$ cat src/rtl/rob_commit_ctrl_pkg.sv
// Shared types for the ROB commit scheduler: FSM states, per-slot descriptor,
// one-hot slot kinds and the special-retire priority order.
package rob_commit_ctrl_pkg;

  localparam int unsigned COMMIT_PC_W = 32;

  typedef enum logic [1:0] {
    S_RUN,
    S_UNCACHED,
    S_IDLE,
    S_FLUSH
  } commit_state_e;

  typedef struct packed {
    logic                   valid;
    logic                   exc;
    logic                   mispred;
    logic                   flush_inst;
    logic                   w_mem;
    logic                   uncached;
    logic                   idle;
    logic [COMMIT_PC_W-1:0] pc;
    logic [COMMIT_PC_W-1:0] target;
  } commit_slot_t;

  // One-hot slot kind; all-zero means the slot is not valid.
  localparam int unsigned KIND_N    = 6;
  localparam int unsigned SPECIAL_N = 5;
  localparam logic [2:0]  KI_PLAIN   = 3'd0;
  localparam logic [2:0]  KI_EXC     = 3'd1;
  localparam logic [2:0]  KI_UC      = 3'd2;
  localparam logic [2:0]  KI_IDLE    = 3'd3;
  localparam logic [2:0]  KI_MISPRED = 3'd4;
  localparam logic [2:0]  KI_FLUSH   = 3'd5;

  typedef logic [KIND_N-1:0] slot_kind_t;

  localparam slot_kind_t KIND_PLAIN = 6'b00_0001;

  // Highest priority first.
  localparam logic [2:0] EXC_PRIO [SPECIAL_N] = '{KI_EXC, KI_UC, KI_IDLE, KI_MISPRED, KI_FLUSH};

  function automatic logic [31:0] sat_add32(input logic [31:0] acc, input logic [1:0] inc);
    logic [32:0] sum;
    sum = {1'b0, acc} + {31'd0, inc};
    return sum[32] ? 32'hFFFF_FFFF : sum[31:0];
  endfunction

endpackage

$ cat src/rtl/rob_commit_ctrl_classify.sv
// Combinational classifier for one ROB head slot: one-hot kind, store flag
// and the redirect address a mispredict/refetch on this slot would need.
module commit_slot_classify
  import rob_commit_ctrl_pkg::*;
(
  input  commit_slot_t           slot,
  output slot_kind_t             kind,
  output logic                   is_store,
  output logic [COMMIT_PC_W-1:0] redirect_pc
);

  logic [KIND_N-1:0] special;
  logic              found;

  // NOTE: every variable written here gets a default first, so no path can
  // leave it unassigned and infer a latch.
  always_comb begin
    special             = '0;
    special[KI_EXC]     = slot.exc;
    special[KI_UC]      = slot.uncached;
    special[KI_IDLE]    = slot.idle;
    special[KI_MISPRED] = slot.mispred;
    special[KI_FLUSH]   = slot.flush_inst;
    kind                = '0;
    found               = 1'b0;
    if (slot.valid) begin
      if (special == '0) begin
        kind[KI_PLAIN] = 1'b1;
      end else begin
        for (int i = 0; i < SPECIAL_N; i++) begin
          if (!found && special[EXC_PRIO[i]]) begin
            kind[EXC_PRIO[i]] = 1'b1;
            found             = 1'b1;
          end
        end
      end
    end
  end

  assign is_store    = slot.valid & slot.w_mem;
  // Refetch resumes at the next sequential PC, wrapping at the top of the space.
  assign redirect_pc = slot.mispred ? slot.target : slot.pc + COMMIT_PC_W'(4);

endmodule

$ cat src/rtl/rob_commit_ctrl.sv
// Commit scheduler for the 2-wide ROB head: retire count, serialised special
// retirements and the registered flush/redirect. Optional counters: ROB_COMMIT_PERF_EN.
module rob_commit_ctrl
  import rob_commit_ctrl_pkg::*;
#(
  parameter int unsigned PC_W       = COMMIT_PC_W,
  parameter int unsigned UC_TIMEOUT = 255
) (
  input  logic                 clk,
  input  logic                 rst_n,
  input  logic [1:0]           commit_valid_i,
  input  logic [1:0]           exc_i,
  input  logic [1:0]           mispred_i,
  input  logic [1:0]           flush_inst_i,
  input  logic [1:0]           w_mem_i,
  input  logic [1:0]           uncached_i,
  input  logic [1:0]           idle_i,
  input  logic [1:0][PC_W-1:0] pc_i,
  input  logic [1:0][PC_W-1:0] target_i,
  input  logic [PC_W-1:0]      eentry_i,
  input  logic                 sb_ready_i,
  input  logic                 uc_done_i,
  input  logic                 int_pending_i,
  output logic [1:0]           commit_req_o,
  output logic                 uc_start_o,
  output logic                 exc_commit_o,
  output logic                 flush_o,
  output logic                 redirect_o,
  output logic [PC_W-1:0]      redirect_pc_o
`ifdef ROB_COMMIT_PERF_EN
  ,
  output logic [31:0]          perf_commit_o,
  output logic [31:0]          perf_flush_o,
  output logic [31:0]          perf_stall_o
`endif
);

  localparam int unsigned UC_CNT_W = (UC_TIMEOUT < 2) ? 1 : $clog2(UC_TIMEOUT + 1);

  commit_state_e        state;
  commit_state_e        nxt_state;
  commit_slot_t         slot0, slot1;
  slot_kind_t           kind0, kind1;
  logic                 store0, store1;
  logic [PC_W-1:0]      redir0, redir1;
  logic [PC_W-1:0]      idle_pc;
  logic [PC_W-1:0]      flush_pc;
  logic [UC_CNT_W-1:0]  uc_cnt;
  logic                 uc_timeout;
  logic                 do_flush;
  logic                 uc_go;
  logic                 idle_go;
  logic                 slot1_plain;
  logic                 unused_slot1;

  assign slot0 = '{valid: commit_valid_i[0], exc: exc_i[0], mispred: mispred_i[0],
                   flush_inst: flush_inst_i[0], w_mem: w_mem_i[0], uncached: uncached_i[0],
                   idle: idle_i[0], pc: pc_i[0], target: target_i[0]};
  assign slot1 = '{valid: commit_valid_i[1], exc: exc_i[1], mispred: mispred_i[1],
                   flush_inst: flush_inst_i[1], w_mem: w_mem_i[1], uncached: uncached_i[1],
                   idle: idle_i[1], pc: pc_i[1], target: target_i[1]};

  commit_slot_classify u_cls0 (
    .slot        (slot0),
    .kind        (kind0),
    .is_store    (store0),
    .redirect_pc (redir0)
  );

  commit_slot_classify u_cls1 (
    .slot        (slot1),
    .kind        (kind1),
    .is_store    (store1),
    .redirect_pc (redir1)
  );

  // Slot1 never redirects; its redirect candidate is intentionally dropped.
  assign unused_slot1 = ^redir1;
  assign slot1_plain  = (kind1 == KIND_PLAIN);
  assign uc_timeout   = (UC_TIMEOUT != 0) && (uc_cnt == UC_CNT_W'(UC_TIMEOUT));

  always_comb begin
    commit_req_o = 2'b00;
    exc_commit_o = 1'b0;
    nxt_state    = state;
    do_flush     = 1'b0;
    flush_pc     = '0;
    uc_go        = 1'b0;
    idle_go      = 1'b0;
    unique case (state)
      S_RUN: begin
        if (kind0[KI_EXC]) begin
          commit_req_o[0] = 1'b1;
          exc_commit_o    = 1'b1;
          do_flush        = 1'b1;
          flush_pc        = eentry_i;
        end else if (kind0[KI_UC]) begin
          uc_go     = 1'b1;
          nxt_state = S_UNCACHED;
        end else if (kind0[KI_IDLE]) begin
          commit_req_o[0] = 1'b1;
          idle_go         = 1'b1;
          nxt_state       = S_IDLE;
        end else if (kind0[KI_MISPRED] || kind0[KI_FLUSH]) begin
          commit_req_o[0] = 1'b1;
          do_flush        = 1'b1;
          flush_pc        = redir0;
        end else if (kind0[KI_PLAIN]) begin
          commit_req_o[0] = !(store0 && !sb_ready_i);
          // One store-buffer write per cycle; a slot1 store also needs the buffer ready.
          commit_req_o[1] = commit_req_o[0] && slot1_plain && !(store0 && store1)
                            && !(store1 && !sb_ready_i);
        end
      end
      S_UNCACHED: begin
        if (commit_valid_i[0] && uc_done_i) begin
          commit_req_o[0] = 1'b1;
          nxt_state       = S_RUN;
        end else if (commit_valid_i[0] && uc_timeout) begin
          commit_req_o[0] = 1'b1;
          exc_commit_o    = 1'b1;
          do_flush        = 1'b1;
          flush_pc        = eentry_i;
        end
      end
      S_IDLE: begin
        if (int_pending_i) begin
          do_flush = 1'b1;
          flush_pc = idle_pc + PC_W'(4);
        end
      end
      S_FLUSH: nxt_state = S_RUN;
      default: nxt_state = S_RUN;
    endcase
    if (do_flush) nxt_state = S_FLUSH;
    if (!rst_n) begin
      commit_req_o = 2'b00;
      exc_commit_o = 1'b0;
    end
  end

  // NOTE: state registers use non-blocking assignments so every flop samples
  // the pre-edge values regardless of statement order.
  always_ff @(posedge clk) begin
    if (!rst_n) begin
      state         <= S_RUN;
      flush_o       <= 1'b0;
      redirect_o    <= 1'b0;
      redirect_pc_o <= '0;
      uc_start_o    <= 1'b0;
      uc_cnt        <= '0;
      idle_pc       <= '0;
    end else begin
      state      <= nxt_state;
      flush_o    <= do_flush;
      redirect_o <= do_flush;
      uc_start_o <= uc_go;
      if (do_flush) redirect_pc_o <= flush_pc;
      if (idle_go) idle_pc <= pc_i[0];
      if (uc_go) begin
        uc_cnt <= '0;
      end else if (state == S_UNCACHED && !uc_timeout && UC_TIMEOUT != 0) begin
        uc_cnt <= uc_cnt + UC_CNT_W'(1);
      end
    end
  end

`ifdef ROB_COMMIT_PERF_EN
  always_ff @(posedge clk) begin
    if (!rst_n) begin
      perf_commit_o <= '0;
      perf_flush_o  <= '0;
      perf_stall_o  <= '0;
    end else begin
      perf_commit_o <= sat_add32(perf_commit_o,
                                 {1'b0, commit_req_o[0]} + {1'b0, commit_req_o[1]});
      perf_flush_o  <= sat_add32(perf_flush_o, {1'b0, flush_o});
      perf_stall_o  <= sat_add32(perf_stall_o, {1'b0, commit_valid_i[0] && !commit_req_o[0]});
    end
  end
`endif

endmodule
$ cat config.mk
export PLATFORM = sky130hd
export DESIGN_NAME = rob_commit_ctrl
export DESIGN_NICKNAME = d
export VERILOG_FILES = /design/src/rtl/rob_commit_ctrl_pkg.sv /design/src/rtl/rob_commit_ctrl_classify.sv /design/src/rtl/rob_commit_ctrl.sv
export SDC_FILE = /design/constraint.sdc
export NUM_CORES = 1
export LEC_CHECK = 0
export BUFFER_PORTS_ARGS = -buffer_cell sky130_fd_sc_hd__buf_2
export CAP_MARGIN = 20
export CORE_MARGIN = 2
export CORE_UTILIZATION = 53
export CTS_BUF_LIST = sky130_fd_sc_hd__clkbuf_2
export DETAILED_ROUTE_END_ITERATION = 12
export PLACE_DENSITY = 0.95
export SETUP_SLACK_MARGIN = 0.1
export SLEW_MARGIN = 20
export SYNTH_ARGS = -nofsm -noshare
export SYNTH_HDL_FRONTEND = slang
export SYNTH_SLANG_ARGS = --single-unit
export TNS_END_PERCENT = 10
$ cat constraint.sdc
create_clock -name clk -period 3 [get_ports clk]
set_input_delay 0.3 -clock clk [delete_from_list [all_inputs] [get_ports clk]]
set_output_delay 0.3 -clock clk [all_outputs]
set_load 0.05 [all_outputs]
==> results.cfg, run 1 <==
[placed_design]
port_buffers = 152
hpwl_um = 11410
globalplace.congestion = 1.010
placed_area_um2 = 5747

[drt]
initialDrtViolationCount = 647
route.detailed.drc = 0
vias = 5677
antenna_left = 0
routedWlPerCell_um = 17.41
vias_per_cell = 6.111
dr.pass1.iters = 6
finalWirelength_um = 16180

[floorplanning]
die_height_um = 101.0
core_um2 = 9196
dieWidth_um = 101.0
die-area_um2 = 10210
io_pins = 217
start_util_pct = 54.27
num_rows = 35

[global_route]
grt_max_degree = 55
grt_pass1_wl_um = 23940
antenna_found_initial = 0
grt_pass1_vias = 4937
gr-usage-all-layers_pct = 29.74
overflow = 0

[yosys]
syn_area_um2 = 4991
synth_cell_type_count = 64
synth_top_area_share_pct = 30.48
synth_top_area_cell = dfxtp_1
yosysMostFrequentCell = nand2_1
ys.flop_type = dfxtp_1
synthArstFlopShare_pct = 0
syn_inst = 659
synth-edff-count = 0
ys_ff_latch = 76
yosys_warnings = 0
synth_seq_area_share_pct = 30.48
syn-num-nets = 841
syn_avg_cell_area_um2 = 7.574
ys_top_cells_by_count = nand2_1 (126), dfxtp_1 (76), a21oi_1 (70)
yosys-top-cells-area = dfxtp_1 (30%), nand2_1 (9.5%), xor2_1 (7.4%), a21oi_1 (7.0%), o21ai_0 (5.1%)

[setup_path]
cp_top_family = simple AND/OR/NAND/NOR gates
critPathRequiredTime_ns = 2.70
crit_buf_inv = 2
critPathLaunchType = flip-flop
cp.arrival_ns = 2.38
crit_fanout = 11
cp_cell_sequence = nor3_2 -> and2_0 -> buf_4 -> nand3_1 -> a2111oi_2 -> buf_2
critPathSlowestCell = dfxtp_1
cpPeakStageDelay_ns = 0.48
ff2ff_setup_slack_ns = 0.70
crit_type = reg2out
end_kind = primary output

[sta]
rsz0062_at_grt = no
setup_violations = 0
hold_violations = 1
tns_ns = 0
fin_hold_ws_ns = -0.002417
fin_skew_ns = 0.04890
slew_violations = 0
worst_slew_pin_slew_ns = 0.6501
relSlewSlack_pct = 56.57
period_share_pct = 89.45
fmax_mhz = 372.6
min_period_ns = 2.684

[clock_tree]
cts_tree = yes
cts-root-buf = clkbuf_2
cts.sinks = 76
clkTransAtPathRegs_ns = 0.24
cts_buffers = 9
insertion_delay_ns = 0.56
cts_max_path_buffers = 2
htree_levels = 3

[power]
power_leakage_uw = 0.002517
ir_worst_vdd_v = 0.0002694
p_per_area_nw_per_um2 = 416.2
power.total_uw = 2556

[final_layout]
nets = 995
num_antenna_cells = 0
area_growth_syn_to_layout_pct = 23.01
fin_area_um2 = 6140
drive_above_1_share_pct = 25.43

[hold_path]
hold_class = in2reg

[status]
violations = hold timing
status = complete, but fails checks

[job]
max_cap_violations = 0
-- cell usage in the layout (no fill, tap or decap), types with 6 or more instances in the layout --
cell type / count
and3_1: 6
nand4_1: 19
buf_2: 152
xnor2_1: 16
a21oi_1: 70
clkbuf_2: 9
a221oi_1: 13
nor2_1: 33
inv_1: 15
nand3_1: 21
xor2_1: 42
nor3_1: 13
dfxtp_1: 76
o21ai_0: 51
a22oi_1: 9
and4_1: 12
o21a_1: 8
buf_4: 10
dlygate4sd3_1: 26
nand2_1: 126
-- through the flow --
step	setup slack (ns)	instances	util, %	hold slack, ns
6_report	0.3165	929	66.76	-0.002417
5_1_grt	0.1941	929	66.76	-0.006080
4_1_cts	0.2338	912	64.86	0.001362
3_5_place_dp	0.7284	887	62.49	0.4564
3_3_place_gp	0.7849	887	62.49	0.4438
2_1_floorplan	0.5199	659	-	0.4360
-- layout make-up --
cell class,instances,area [µm²]
multi-input combinational,523,3199
inverter,15,56.30
fill,716,3057
clock inverter,7,82.58
tap,111,138.9
timing repair buffer,188,1096
clock buffer,9,45.04
sequential,76,1521
-- registers in the layout, indices dropped and copies added (netlist names) --
register,flops
uc_start_o,1
uc_cnt,8
redirect_o,1
state,2
redirect_pc_o,32
idle_pc,32
-- worst register-to-register path, delay by kind of cell, from the launching register on --
family | cells | cell delay (ns)
simple gates | 4 | 1.06
flops | 1 | 0.61
compound gates | 2 | 0.35
buf+inv | 1 | 0.22
-- path summary, 6_finish.rpt --
check / start / to / cells past startpoint
hold / removal: pc_i[17] / idle_pc[17] / 3
setup reg to reg: state[0] / redirect_pc_o[25] / 7
hold reg to reg: idle_pc[0] / idle_pc[0] / 2
setup / recovery: state[0] / commit_req_o[1] / 6
-- metal layers --
| layer | up-vias | part of all wire [%] | global-route usage (%) |
|---|---|---|---|
| met5 | - | 0 | 0 |
| met3 | 65 | 13 | 7.212 |
| met4 | 0 | 3.4 | 10.08 |
| met2 | 406 | 45 | 47.58 |
| met1 | 2541 | 39 | 39.20 |
| li1 | 2665 | - | - |
-- power by group --
part / switching, µW / internal, µW / total [µW]
sequential: 53.4 / 1080 / 1140
combinational: 533 / 253 / 786
clock: 428 / 205 / 633
total: 1010 / 1540 / 2560
-- cells by family (layout without fill, tap and decap cells) --
kind of cell               count (synthesis)  in the layout  share of synthesized area (%)
AOI/OAI and AO/OA                        182            182                          22.51
xor gates and xnor gates                  58             58                          10.18
adders and majority gates                  3              3                         0.7521
buffers and inverters                     60            219                          5.641
DFF                                       76             76                          30.48
muxes                                      7              7                          1.479
and+or+nand+nor                          273            273                          28.96
-- repair_timing --
| action | CTS | global route |
|---|---|---|
| endpoints found under the setup margin | 0 | 1 |
| endpoints found under the hold margin | 9 | 17 |
| hold buffers | 9 | 17 |
| setup buffers | 0 | 0 |
| resized for setup | 0 | 1 |
(Power assumes the default switching activity.)
==> run 2: changes to the inputs <==
--- a/config.mk
+++ b/config.mk
@@ -7,11 +7,12 @@
 export LEC_CHECK = 0
 export BUFFER_PORTS_ARGS = -buffer_cell sky130_fd_sc_hd__buf_2
 export CAP_MARGIN = 20
-export CORE_MARGIN = 2
 export CORE_UTILIZATION = 53
 export CTS_BUF_LIST = sky130_fd_sc_hd__clkbuf_2
+export CTS_CLUSTER_SIZE = 20
 export DETAILED_ROUTE_END_ITERATION = 12
 export PLACE_DENSITY = 0.95
+export RECOVER_POWER = 25
 export SETUP_SLACK_MARGIN = 0.1
 export SLEW_MARGIN = 20
 export SYNTH_ARGS = -nofsm -noshare
==> results.cfg, run 2 (synthesis results as in run 1) <==
[global_route]
grt_max_degree = 55
grt_pass1_wl_um = 25810
gr-usage-all-layers_pct = 33.76
grt_pass1_vias = 5276
antenna_found_initial = 0
overflow = 0

[setup_path]
cpPeakStageDelay_ns = 0.47
ff2ff_setup_slack_ns = 0.55
end_kind = primary output
critPathRequiredTime_ns = 2.70
critPathSlowestCell = dfxtp_1
reg2reg_depth = 7
r2r_end = redirect_pc_o[22]
cp_top_family = simple AND/OR/NAND/NOR gates
cp.arrival_ns = 2.43
critPathLaunchType = flip-flop
crit_type = reg2out
crit_fanout = 11
r2r_start = state[0]
crit_buf_inv = 2
cp_cell_sequence = nor3_2 -> and2_0 -> buf_4 -> nand3_1 -> a2111oi_2 -> buf_2

[sta]
fmax_mhz = 367.0
rsz0062_at_grt = no
slew_violations = 0
tns_ns = 0
hold_violations = 1
relSlewSlack_pct = 48.03
period_share_pct = 90.83
min_period_ns = 2.725
worst_slew_pin_slew_ns = 0.7770
fin_skew_ns = 0.05069
fin_hold_ws_ns = -0.002740
setup_violations = 0

[clock_tree]
cts_tree = yes
cts_buffers = 9
clkTransAtPathRegs_ns = 0.26
cts-root-buf = clkbuf_2
cts.sinks = 76
insertion_delay_ns = 0.60
htree_levels = 3
cts_max_path_buffers = 2

[power]
p_per_area_nw_per_um2 = 423.9
ir_worst_vdd_v = 0.0003887
power_leakage_uw = 0.002489

[drt]
initialDrtViolationCount = 745
vias_per_cell = 6.123
met1Wirelength_um = 6561
dr.max_layer_used = met4
wl_met2_um = 7382
finalWirelength_um = 16500
routedWlPerCell_um = 17.52
route.detailed.drc = 0
wl_met3_um = 1939
vias = 5768
dr.pass1.iters = 6
antenna_left = 0

[placed_design]
port_buffers = 152
hpwl_um = 11170
globalplace.congestion = 0.9532

[floorplanning]
die-area_um2 = 9809
dieWidth_um = 99.04
num_rows = 35
core_um2 = 9196
die_height_um = 99.04
start_util_pct = 54.27
io_pins = 217

[final_layout]
top_regs = idle_pc x32, redirect_pc_o x32, uc_cnt x8
drive_above_1_share_pct = 22.14
post-route-util_pct = 68.10
layout_commonest_cell = buf_2
fillCellCount = 721
area_growth_syn_to_layout_pct = 25.47
nets = 1008
final_cell_mix = buf_2 (128), nand2_1 (126), dfxtp_1 (76)
num_antenna_cells = 0

[hold_path]
hold_class = in2reg
hold_end = redirect_pc_o[16]
worstHoldStart = eentry_i[16]
holdPathStages = 3

[status]
status = complete, but fails checks
violations = hold timing

[job]
max_cap_violations = 0
[run 2: cell count changes in the layout (fill, tap and decap cells not counted), sizes merged]
cell | previous run | this run
inv | 18 | 19
clkinvlp | 2 | 1
buf | 162 | 138
clkbuf | 9 | 33
dlygate4sd3 | 26 | 39
bufinv | 1 | 2
clkinv | 1 | 0
[run 2: worst max path at each step]
stage / start / endpoint / slack, ns / cells after the start
finish: state[0] / commit_req_o[1] / 0.27 / 6
global route: state[0] / commit_req_o[1] / 0.06 / 6
CTS: state[0] / commit_req_o[1] / 0.18 / 6
detailed placement: state[0] / redirect_pc_o[26] / 0.61 / 7
global placement: mispred_i[0] / redirect_pc_o[22] / 0.66 / 8
floorplan: mispred_i[0] / commit_req_o[0] / 0.52 / 5
[run 2: worst reg2reg max path, cell delays in order, from the launching register on]
cell and delay, ns:
dfxtp_1 0.59, nor2_1 0.18, nand3_2 0.21, nand2_4 0.21, nor3_4 0.72, buf_4 0.27
a21oi_1 0.05, a21oi_1 0.16
[run 2: repair_timing]
action                                  4_1_cts  5_1_grt
buffers inserted                              0        0
endpoints found under the hold margin        37        2
resized for setup                             0        1
endpoints found under the setup margin        0        1
hold buffers                                 37        2
[run 2: report_power, final]
part | switching [µW] | total (µW) | internal, µW
combinational | 539 | 792 | 253
sequential | 55.3 | 1140 | 1080
clock | 433 | 723 | 290
total | 1030 | 2650 | 1630
[run 2: per-stage QoR]
| stage | area [µm²] | power (µW) | setup WS, ns | std cells |
|---|---|---|---|---|
| after global routing | 6262 | 2746 | 0.06029 | 942 |
| after global placement | 5747 | 1881 | 0.6596 | 887 |
| final | 6262 | 2654 | 0.2750 | 942 |
| after CTS | 6267 | 2631 | 0.1775 | 940 |
| after detailed placement | 5747 | 1891 | 0.6110 | 887 |
| after floorplan | 4997 | 1661 | 0.5199 | 659 |
[run 2: area by class of cell]
| class | count | area, µm² | area share, % |
|---|---|---|---|
| Multi-Input combinational cell | 523 | 3199 | 51.09 |
| Sequential cell | 76 | 1521 | 24.30 |
| Timing Repair Buffer | 201 | 1196 | 19.10 |
| Tap cell | 111 | 138.9 | 2.218 |
| Clock inverter | 7 | 105.1 | 1.678 |
| Inverter | 15 | 56.30 | 0.8991 |
| Clock buffer | 9 | 45.04 | 0.7193 |
[run 2: layer usage]
layer,vias to the layer above,track usage [%]
li1,2687,-
met1,2572,43.46
met2,437,51.96
met3,72,8.582
met4,0,17.91
met5,-,0
==> run 3: changes to the inputs <==
--- a/config.mk
+++ b/config.mk
@@ -11,7 +11,7 @@
 export CTS_BUF_LIST = sky130_fd_sc_hd__clkbuf_2
 export CTS_CLUSTER_SIZE = 20
 export DETAILED_ROUTE_END_ITERATION = 12
-export PLACE_DENSITY = 0.95
+export PLACE_DENSITY = 0.88
 export RECOVER_POWER = 25
 export SETUP_SLACK_MARGIN = 0.1
 export SLEW_MARGIN = 20
==> constraint.sdc (replaced) <==
create_clock -name clk -period 3 [get_ports clk]
set_input_delay 0.3 -clock clk [delete_from_list [all_inputs] [get_ports clk]]
set_output_delay 0.3 -clock clk [all_outputs]
set_load 0.005 [all_outputs]
==> results.cfg, run 3 (synthesis results as in run 1) <==
[status]
status = finished, final reports clean

[setup_path]
r2r_start = state[0]
crit_fanout = 11
critPathSlowestCell = dfxtp_1
critPathRequiredTime_ns = 2.70
cpPeakStageDelay_ns = 0.45
critPathLaunchType = flip-flop
crit_start = state[0]
cp.arrival_ns = 2.25
cp_cell_sequence = nor3_1 -> and2_0 -> buf_4 -> nand3_1 -> a2111oi_0 -> buf_2
crit_type = reg2out
end_kind = primary output
crit_buf_inv = 2
cp_top_family = simple AND/OR/NAND/NOR gates

[placed_design]
placed_area_um2 = 5748
dp_cells = 888
hpwl_um = 11860
globalplace.congestion = 0.9287
place_ws_ns = 0.6317
port_buffers = 152

[final_layout]
drive_above_1_share_pct = 24.75
final_cell_mix = buf_2 (144), nand2_1 (126), dfxtp_1 (76)
fin_cells = 907
area_growth_syn_to_layout_pct = 18.33
layout_commonest_cell = buf_2
post-route-util_pct = 64.22
top_regs = idle_pc x32, redirect_pc_o x32, uc_cnt x8
nets = 974
num_antenna_cells = 0
fin_area_um2 = 5906

[power]
ir_worst_vdd_v = 0.0002599
power_leakage_uw = 0.002404
p_per_area_nw_per_um2 = 396.9

[hold_path]
hold_class = in2reg
worstHoldStart = pc_i[3]

[sta]
relSlewSlack_pct = 45.41
worst_slew_pin_slew_ns = 0.8172
setup_violations = 0
rsz0062_at_grt = no
slew_violations = 0
tns_ns = 0
min_period_ns = 2.553
fin_skew_ns = 0.04776
hold_violations = 0
period_share_pct = 85.11
fmax_mhz = 391.6
fin_ws_ns = 0.4467

[drt]
route.detailed.drc = 0
vias = 5486
routedWlPerCell_um = 17.70
vias_per_cell = 6.049
antenna_left = 0
dr.pass1.iters = 5
initialDrtViolationCount = 475
finalWirelength_um = 16060

[clock_tree]
cts_tree = yes
cts-root-buf = clkbuf_2
cts_buffers = 9
clkTransAtPathRegs_ns = 0.23
cts_max_path_buffers = 2
htree_levels = 3
insertion_delay_ns = 0.53
cts.sinks = 76

[global_route]
grt_pass1_wl_um = 25090
antenna_found_initial = 0
gr-usage-all-layers_pct = 32.81
grt_pass1_vias = 4974
grt_max_degree = 54
overflow = 0

[floorplanning]
io_pins = 217
core_um2 = 9196
die_height_um = 99.04
dieWidth_um = 99.04
die-area_um2 = 9809
num_rows = 35
start_util_pct = 54.27

[job]
max_cap_violations = 0
[run 3: metal layers]
metal / track usage (%) / part of all wire (%)
met1: 46.33 / 43
met2: 50.35 / 43
met3: 5.248 / 11
met4: 12.06 / 2.2
met5: 0 / 0
[run 3: final cells by class]
cell class	count	area, µm²
Inverter	15	56.30
Sequential cell	76	1521
Timing Repair Buffer	167	873.3
Tap cell	111	138.9
Fill cell	821	3291
Multi-Input combinational cell	523	3188
Clock inverter	5	77.57
Clock buffer	10	50.05
[run 3: through the flow]
step,hold slack [ns],power (µW)
floorplan,0.4360,1462
global placement,0.4436,1682
detailed placement,0.4544,1699
CTS,0.003706,2328
global route,0.001399,2440
finish,0.02063,2344
[run 3: final timing paths]
check	end	slack, ns	cells past startpoint
worst max register to register	redirect_pc_o[14]	0.60	7
worst min register to register	idle_pc[0]	0.48	2
worst max-delay path	commit_req_o[1]	0.45	6
worst min-delay path	idle_pc[3]	0.02	3
[run 3: worst reg2reg max path, stage by stage (launching register included)]
cell,delay [ns]
dfxtp_1,0.57
nor3_1,0.16
and3_1,0.30
buf_4,0.23
nor2_4,0.34
nand3_4,0.33
o21ai_0,0.34
a21oi_1,0.08
[run 3: what timing repair did]
item	4_1_cts	5_1_grt
resized for setup	0	0
buffers inserted	0	0
hold endpoints to repair	4	0
hold buffers	4	0
[run 3: power breakdown]
group / switching (µW) / internal [µW] / total [µW] / leakage, µW
Clock: 374 / 273 / 647 / 0.0000794
Sequential: 52.4 / 1080 / 1140 / 0.000618
Combinational: 332 / 230 / 562 / 0.00171
Total: 758 / 1590 / 2340 / 0.00240
